[src/rtl/ser_tx_arb_pkg.sv]
// Shared types and constants for the serial transmit arbiter.
package ser_tx_arb_pkg;

  typedef enum logic [1:0] {
    ST_IDLE = 2'd0,
    ST_HDR  = 2'd1,
    ST_CHID = 2'd2,
    ST_DATA = 2'd3
  } state_e;

  localparam logic [7:0] HDR_BYTE_DEF = 8'hF0;

  // Channel-id byte: continuation flag in the MSB, channel index in the low bits.
  localparam int unsigned CHID_CONT_BIT = 7;
  localparam int unsigned CHID_IDX_W    = 3;

  function automatic logic [7:0] chid_byte(input logic cont, input logic [CHID_IDX_W-1:0] idx);
    logic [7:0] b;
    b                   = '0;
    b[CHID_CONT_BIT]    = cont;
    b[CHID_IDX_W-1:0]   = idx;
    return b;
  endfunction

endpackage

[src/rtl/ser_tx_arb_if.sv]
// Channel-side and serializer-side signals of the arbiter.
interface ser_tx_arb_if #(
  parameter int unsigned N_CH = 8
);

  logic [N_CH-1:0]   ch_req;
  logic [8*N_CH-1:0] ch_data;
  logic [N_CH-1:0]   ch_last;
  logic [N_CH-1:0]   ch_ack;
  logic              serial_busy;
  logic              serial_en;
  logic [7:0]        serial_tx;
  logic [2:0]        grant;
  logic              frame_active;

  modport master (
    input  ch_req, ch_data, ch_last, serial_busy,
    output ch_ack, serial_en, serial_tx, grant, frame_active
  );

  modport slave (
    output ch_req, ch_data, ch_last, serial_busy,
    input  ch_ack, serial_en, serial_tx, grant, frame_active
  );

endinterface

[src/rtl/ser_tx_arb_rr_pick.sv]
// Combinational round-robin selector: first requester at or after ptr.
module rr_pick #(
  parameter int unsigned N_CH = 8
) (
  input  logic [N_CH-1:0] req,
  input  logic [2:0]      ptr,
  output logic            valid,
  output logic [2:0]      idx
);

  logic [7:0] req_pad;
  logic [3:0] sum;
  logic [2:0] cand;

  // Scan channels ptr, ptr+1, ... (mod N_CH) and keep the first one requesting.
  always_comb begin
    req_pad              = '0;
    req_pad[N_CH-1:0]    = req;
    valid                = 1'b0;
    idx                  = '0;
    sum                  = '0;
    cand                 = '0;
    for (int unsigned i = 0; i < N_CH; i++) begin
      sum  = {1'b0, ptr} + 4'(i);
      cand = (sum >= 4'(N_CH)) ? 3'(sum - 4'(N_CH)) : sum[2:0];
      if (!valid && req_pad[cand]) begin
        valid = 1'b1;
        idx   = cand;
      end
    end
  end

endmodule

[src/rtl/ser_tx_arb.sv]
// Frames bytes from N_CH channels onto one serializer: HDR, CHID, then data bytes.
module ser_tx_arb
  import ser_tx_arb_pkg::*;
#(
  parameter int unsigned N_CH      = 8,
  parameter logic [7:0]  HDR_BYTE  = HDR_BYTE_DEF,
  parameter int unsigned MAX_BURST = 16
) (
  input  logic            clk,
  input  logic            rst,
  ser_tx_arb_if.master    bus
);

  state_e     state_q, state_d;
  logic [2:0] ptr_q, ptr_d;
  logic [2:0] grant_q, grant_d;
  logic [7:0] burst_cnt_q, burst_cnt_d;
  logic [7:0] cont_q, cont_d;
  logic       guard_q, guard_d;

  logic [7:0]  req_pad, last_pad, ack_pad;
  logic [63:0] data_pad;
  logic        pick_valid;
  logic [2:0]  pick_idx;
  logic        ready;
  logic        end_frame;
  logic [7:0]  burst_nxt;
  logic        serial_en_c;
  logic [7:0]  serial_tx_c;

  rr_pick #(.N_CH(N_CH)) u_rr_pick (
    .req   (bus.ch_req),
    .ptr   (ptr_q),
    .valid (pick_valid),
    .idx   (pick_idx)
  );

  // Widen channel vectors to 8 lanes so a 3-bit grant indexes them directly.
  always_comb begin
    req_pad                  = '0;
    last_pad                 = '0;
    data_pad                 = '0;
    req_pad[N_CH-1:0]        = bus.ch_req;
    last_pad[N_CH-1:0]       = bus.ch_last;
    data_pad[8*N_CH-1:0]     = bus.ch_data;
  end

  // Next-state and strobe generation.
  always_comb begin
    state_d     = state_q;
    ptr_d       = ptr_q;
    grant_d     = grant_q;
    burst_cnt_d = burst_cnt_q;
    cont_d      = cont_q;
    serial_en_c = 1'b0;
    serial_tx_c = '0;
    ack_pad     = '0;
    end_frame   = 1'b0;
    ready       = !bus.serial_busy && !guard_q;
    burst_nxt   = burst_cnt_q + 8'd1;

    unique case (state_q)
      ST_IDLE: begin
        if (pick_valid) begin
          grant_d = pick_idx;
          state_d = ST_HDR;
        end
      end
      ST_HDR: begin
        if (ready) begin
          serial_en_c = 1'b1;
          serial_tx_c = HDR_BYTE;
          state_d     = ST_CHID;
        end
      end
      ST_CHID: begin
        if (ready) begin
          serial_en_c = 1'b1;
          serial_tx_c = chid_byte(cont_q[grant_q], grant_q);
          burst_cnt_d = '0;
          state_d     = ST_DATA;
        end
      end
      ST_DATA: begin
        if (ready && req_pad[grant_q]) begin
          serial_en_c       = 1'b1;
          serial_tx_c       = data_pad[{grant_q, 3'b000} +: 8];
          ack_pad[grant_q]  = 1'b1;
          burst_cnt_d       = burst_nxt;
          // Record end takes priority over the burst limit for the continuation flag.
          if (last_pad[grant_q]) begin
            cont_d[grant_q] = 1'b0;
            end_frame       = 1'b1;
          end else if (burst_nxt == 8'(MAX_BURST)) begin
            cont_d[grant_q] = 1'b1;
            end_frame       = 1'b1;
          end
          if (end_frame) begin
            state_d = ST_IDLE;
            ptr_d   = (grant_q == 3'(N_CH - 1)) ? 3'd0 : grant_q + 3'd1;
          end
        end
      end
      default: state_d = ST_IDLE;
    endcase

    guard_d = serial_en_c;
  end

  // Outputs are forced quiet while reset is held so an abandoned frame emits nothing.
  always_comb begin
    bus.serial_en    = 1'b0;
    bus.serial_tx    = '0;
    bus.ch_ack       = '0;
    bus.frame_active = 1'b0;
    bus.grant        = grant_q;
    if (!rst) begin
      bus.serial_en    = serial_en_c;
      bus.serial_tx    = serial_tx_c;
      bus.ch_ack       = ack_pad[N_CH-1:0];
      bus.frame_active = (state_q != ST_IDLE);
    end
  end

  // State registers with synchronous reset.
  always_ff @(posedge clk) begin
    if (rst) begin
      state_q     <= ST_IDLE;
      ptr_q       <= '0;
      grant_q     <= '0;
      burst_cnt_q <= '0;
      cont_q      <= '0;
      guard_q     <= 1'b0;
    end else begin
      state_q     <= state_d;
      ptr_q       <= ptr_d;
      grant_q     <= grant_d;
      burst_cnt_q <= burst_cnt_d;
      cont_q      <= cont_d;
      guard_q     <= guard_d;
    end
  end

endmodule

[src/flat_wrapper.sv]
// flat-port wrapper written by rule: the top's interface ports become plain ports
module ser_tx_arb_flat import ser_tx_arb_pkg::*;
#(
  parameter int unsigned N_CH      = 8,
  parameter logic [7:0]  HDR_BYTE  = HDR_BYTE_DEF,
  parameter int unsigned MAX_BURST = 16
)
  (clk, rst, bus_ch_req, bus_ch_data, bus_ch_last, bus_serial_busy, bus_ch_ack, bus_serial_en, bus_serial_tx, bus_grant, bus_frame_active);
  ser_tx_arb_if #(.N_CH(N_CH)) bus_i ();
  input  logic clk;
  input  logic rst;
  input wire logic [$bits(bus_i.ch_req)-1:0] bus_ch_req;
  input wire logic [$bits(bus_i.ch_data)-1:0] bus_ch_data;
  input wire logic [$bits(bus_i.ch_last)-1:0] bus_ch_last;
  input wire logic [$bits(bus_i.serial_busy)-1:0] bus_serial_busy;
  output wire logic [$bits(bus_i.ch_ack)-1:0] bus_ch_ack;
  output wire logic [$bits(bus_i.serial_en)-1:0] bus_serial_en;
  output wire logic [$bits(bus_i.serial_tx)-1:0] bus_serial_tx;
  output wire logic [$bits(bus_i.grant)-1:0] bus_grant;
  output wire logic [$bits(bus_i.frame_active)-1:0] bus_frame_active;
  assign bus_i.ch_req = bus_ch_req;
  assign bus_i.ch_data = bus_ch_data;
  assign bus_i.ch_last = bus_ch_last;
  assign bus_i.serial_busy = bus_serial_busy;
  assign bus_ch_ack = bus_i.ch_ack;
  assign bus_serial_en = bus_i.serial_en;
  assign bus_serial_tx = bus_i.serial_tx;
  assign bus_grant = bus_i.grant;
  assign bus_frame_active = bus_i.frame_active;
  ser_tx_arb #(.N_CH(N_CH), .HDR_BYTE(HDR_BYTE), .MAX_BURST(MAX_BURST)) u_core (.clk(clk), .rst(rst), .bus(bus_i));
endmodule
[config.mk]
export PLATFORM = sky130hd
export DESIGN_NAME = ser_tx_arb_flat
export DESIGN_NICKNAME = d
export VERILOG_FILES = /design/src/rtl/ser_tx_arb_pkg.sv /design/src/rtl/ser_tx_arb_if.sv /design/src/rtl/ser_tx_arb_rr_pick.sv /design/src/rtl/ser_tx_arb.sv /design/src/flat_wrapper.sv
export SDC_FILE = /design/constraint.sdc
export NUM_CORES = 1
export LEC_CHECK = 0
export ABC_AREA = 1
export CAP_MARGIN = 20
export CORE_MARGIN = 3
export CORE_UTILIZATION = 35
export CTS_BUF_LIST = sky130_fd_sc_hd__clkbuf_2 sky130_fd_sc_hd__clkbuf_4 sky130_fd_sc_hd__clkbuf_8
export DETAILED_ROUTE_END_ITERATION = 12
export GPL_TIMING_DRIVEN = 0
export PLACE_DENSITY_LB_ADDON = 0.15
export SYNTH_ARGS = -nofsm -noshare
export SYNTH_HDL_FRONTEND = slang
export SYNTH_SLANG_ARGS = --single-unit
[constraint.sdc]
create_clock -name clk -period 2.4 [get_ports clk]
set_clock_uncertainty 0.1 [all_clocks]
set_input_delay 0.48 -clock clk [delete_from_list [all_inputs] [get_ports clk]]
set_output_delay 0.48 -clock clk [all_outputs]
set_load 0.05 [all_outputs]
==> impl_metrics.tcl <==
set metrics [dict create \
    filler_cell_count 619 \
    yosys-top-cells-area "dfxtp_1 19%, nand2_1 10%, nor2_1 7.6%" \
    crit_slowest_cell "dfxtp_4" \
    final-instance-count-excl-fill 678 \
    pwr-share-seq_pct 22.5 \
    fin_hold_ws_ns 0.352 \
    synth_flop_cell "dfxtp_1" \
    async_flop_share_pct 0 \
    cts_inserted_buffers 3 \
    synth.yosys.warnings 0 \
    finalWorstPathRequiredPeriod_ns 2.57 \
    floorplan.die_area_um2 8810 \
    clk_path_buf_depth 2 \
    synth_seq_area_share_pct 18.5 \
    synth.cell_area_um2 2700 \
    crit_path_start_kind "register" \
    antenna_violations_before_repair 0 \
    finalWirelength_um 10700 \
    hold_viol 0 \
    timing.critical_path.to_type "output port" \
    fp.dieH_um 93.9 \
    synth-seq-cells 25 \
    floorplan.die.width_um 93.9 \
    grt_start_max_net_pins 14 \
    drive_above_1_share_pct 34.2 \
    first_global_vias 3378 \
    finalWeightedCongestion 0.872 \
    grt_util_all_layers_pct 22.7 \
    h-tree-depth 1 \
    insertion_delay_ns 0.26 \
    synth_edf_count 0 \
    synthesis.nets 519 \
    combPwrFrac_pct 66.9 \
    area_of_combinational_cells_with_multiple_inputs_um2 2370 \
    tightest_slew_ns 0.534 \
    cts-hold-fix-buffers 0 \
    detailroute.via_count 3567 \
    cap_viol_max_count 0 \
    fin_tns_setup_ns -1.99 \
    cpPeakStageDelay_ns 0.40 \
    path_class "register to output port" \
    post_drt_via_cell_ratio 5.26 \
    insertedDiodeCount 0 \
    maxSlewViolCount 0 \
    io_pins 104 \
    clock-root-buffer "clkbuf_8" \
    status "complete, but fails checks" \
    synth_top_cell_area_share_pct 18.5 \
    globalRouteOverflowTotal 0 \
    drt-pass1-iter-count 5 \
    number_of_cells_in_the_design_after_placement 628 \
    clkSlewWorstSetupHoldPaths_ns 0.09 \
    drc_errors 0 \
    period_share_pct 107 \
    layout_common_cells "75 x clkdlybuf4s50_1, 66 x nand2_1, 43 x buf_4, 35 x nor2_1, 33 x inv_1" \
    final_antenna_net_count 0 \
    placement_rows 31 \
    grt_pass1_wl_um 16200 \
    rsz0062_at_grt "yes" \
    worst_ep_required_time_ns 1.82 \
    final-setup-viol-count 16 \
    placement.io_buffers 102 \
    maxSlewHeadroom_pct 64.4 \
    sw_frac_of_total_pct 47.6 \
    placed_area_um2 4080 \
    post-dp-hpwl_um 7680 \
    cp_max_fo 7 \
    final_design_area_no_fill_um2 4870 \
    clock-sinks 25 \
    tritoncts "done" \
    final_nets 672 \
    hold_path.class "input pin to register" \
    syn-mean-instance-area_um2 6.33 \
    worst-r2r-setup-slack_ns 0.11 \
    final_common_cell "clkdlybuf4s50_1" \
    cp_data_arrival_time_ns 1.99 \
    internal_power_uw 1290 \
    failed_checks "negative setup slack" \
    cellLeakagePower_uw 0.00196 \
    final_setup_slack_of_the_worst_path_ns -0.167 \
    drt_iter0_drc 178 \
    max_freq_ghz 0.390 \
    switchingPower_uw 1170 \
    cellPowerDensity_nw_per_um2 504 \
    synth_top_cell_by_area "dfxtp_1" \
    register_area_um2 515 \
    routed_wire_length_per_instance_um 15.8 \
    fp.coreArea_um2 7370 \
    post_synth_inst_count 427 \
    synth.distinct_cells 46 \
    p_clk_share_pct 10.6 \
    vdd_ir_drop_max_mv 0.312 \
    start_util_pct 36.7 \
    crit_path_cell_trace "buf_6 > nand3_2 > clkbuf_8 > o22ai_1 > nor3_1 > o221ai_2 > nor3_4 > nor3_2 > nor2_4 > buf_8" \
    areaGrowthSynthToFinish_pct 80.4 \
]
-- synth_stat cells, types with 2 or more instances --
master and number:
a211oi_1 3, a21oi_1 29, a21oi_2 2, a22oi_1 6, a31oi_1 3, buf_2 3
buf_6 3, clkbuf_1 10, dfxtp_1 25, ha_1 9, inv_1 40, inv_2 8
nand2_1 72, nand2_2 8, nand2_4 3, nand3_1 39, nand3_2 13, nand3_4 2
nand4_1 5, nor2_1 55, nor2_8 2, nor3_1 11, nor4_1 3, o21ai_0 9
o21ai_1 10, o21bai_1 3, o221ai_1 3, o22ai_1 23, or2_2 2, xor2_1 7
-- kinds of logic (layout without fill, tap and decap cells) --
group,count (synthesis),after routing,share of synthesized area [%]
simple gates,220,221,41.9
compound gates,97,98,22.1
buf+inv,68,218,10.7
flops,25,25,18.5
fa+ha+maj,9,9,4.17
xor+xnor,8,8,2.59
-- timing repair --
action                                  4_1_cts  5_1_grt
resized for setup                           179       42
pin swaps                                    12       18
setup buffers                                31       15
endpoints found under the setup margin       23       32
gates cloned                                  1        1
-- critical path: cells and delay by family, from the launching register on --
kind,cells,cell delay [ns]
compound gates,2,0.24
simple gates,5,0.64
buf+inv,3,0.44
flops,1,0.40
-- power by group through the flow --
stage / logic [µW] / registers [µW] / clock network (µW)
final: 1640 / 553 / 260
after global placement: 1290 / 540 / 0
after floorplan: 865 / 569 / 0
after detailed placement: 1300 / 542 / 0
after CTS: 1570 / 547 / 272
after global routing: 1760 / 563 / 283
-- per-stage QoR --
step	power, µW	utilization, %	setup slack, ns
floorplan	1430	-	0.00601
global placement	1830	55.4	-1.14
global route	2610	66.1	-0.273
finish	2460	66.1	-0.167
CTS	2380	62.2	-0.140
detailed placement	1850	55.4	-1.12
-- area by class of cell --
type	count	area share [%]
repair buffers	148	29.3
multi-input cells	336	48.7
flip-flops and latches	25	10.6
clock buffers	4	1.00
well taps	99	2.54
plain buffers	15	3.26
inverters	51	4.65
-- per-layer routing --
layer | share of wire [%] | GRT usage (%) | up-vias | wire (µm)
met5 | 0 | 0 | - | 0
met4 | 1.9 | 4.69 | 0 | 203
met3 | 7.4 | 3.45 | 16 | 797
met2 | 49 | 41.0 | 135 | 5280
met1 | 41 | 28.5 | 1639 | 4450
li1 | - | - | 1777 | -
-- worst paths after layout --
| path | start | cells past startpoint | to |
|---|---|---|---|
| worst min register to register | register | 2 | register |
| worst max-delay path | u_core.bus.grant[2] | 10 | bus_serial_tx[7] |
| worst min-delay path | rst | 2 | register |
| worst max register to register | u_core.ptr_q[1] | 14 | u_core.bus.grant[2] |
Power figures use the tool's default switching activity.
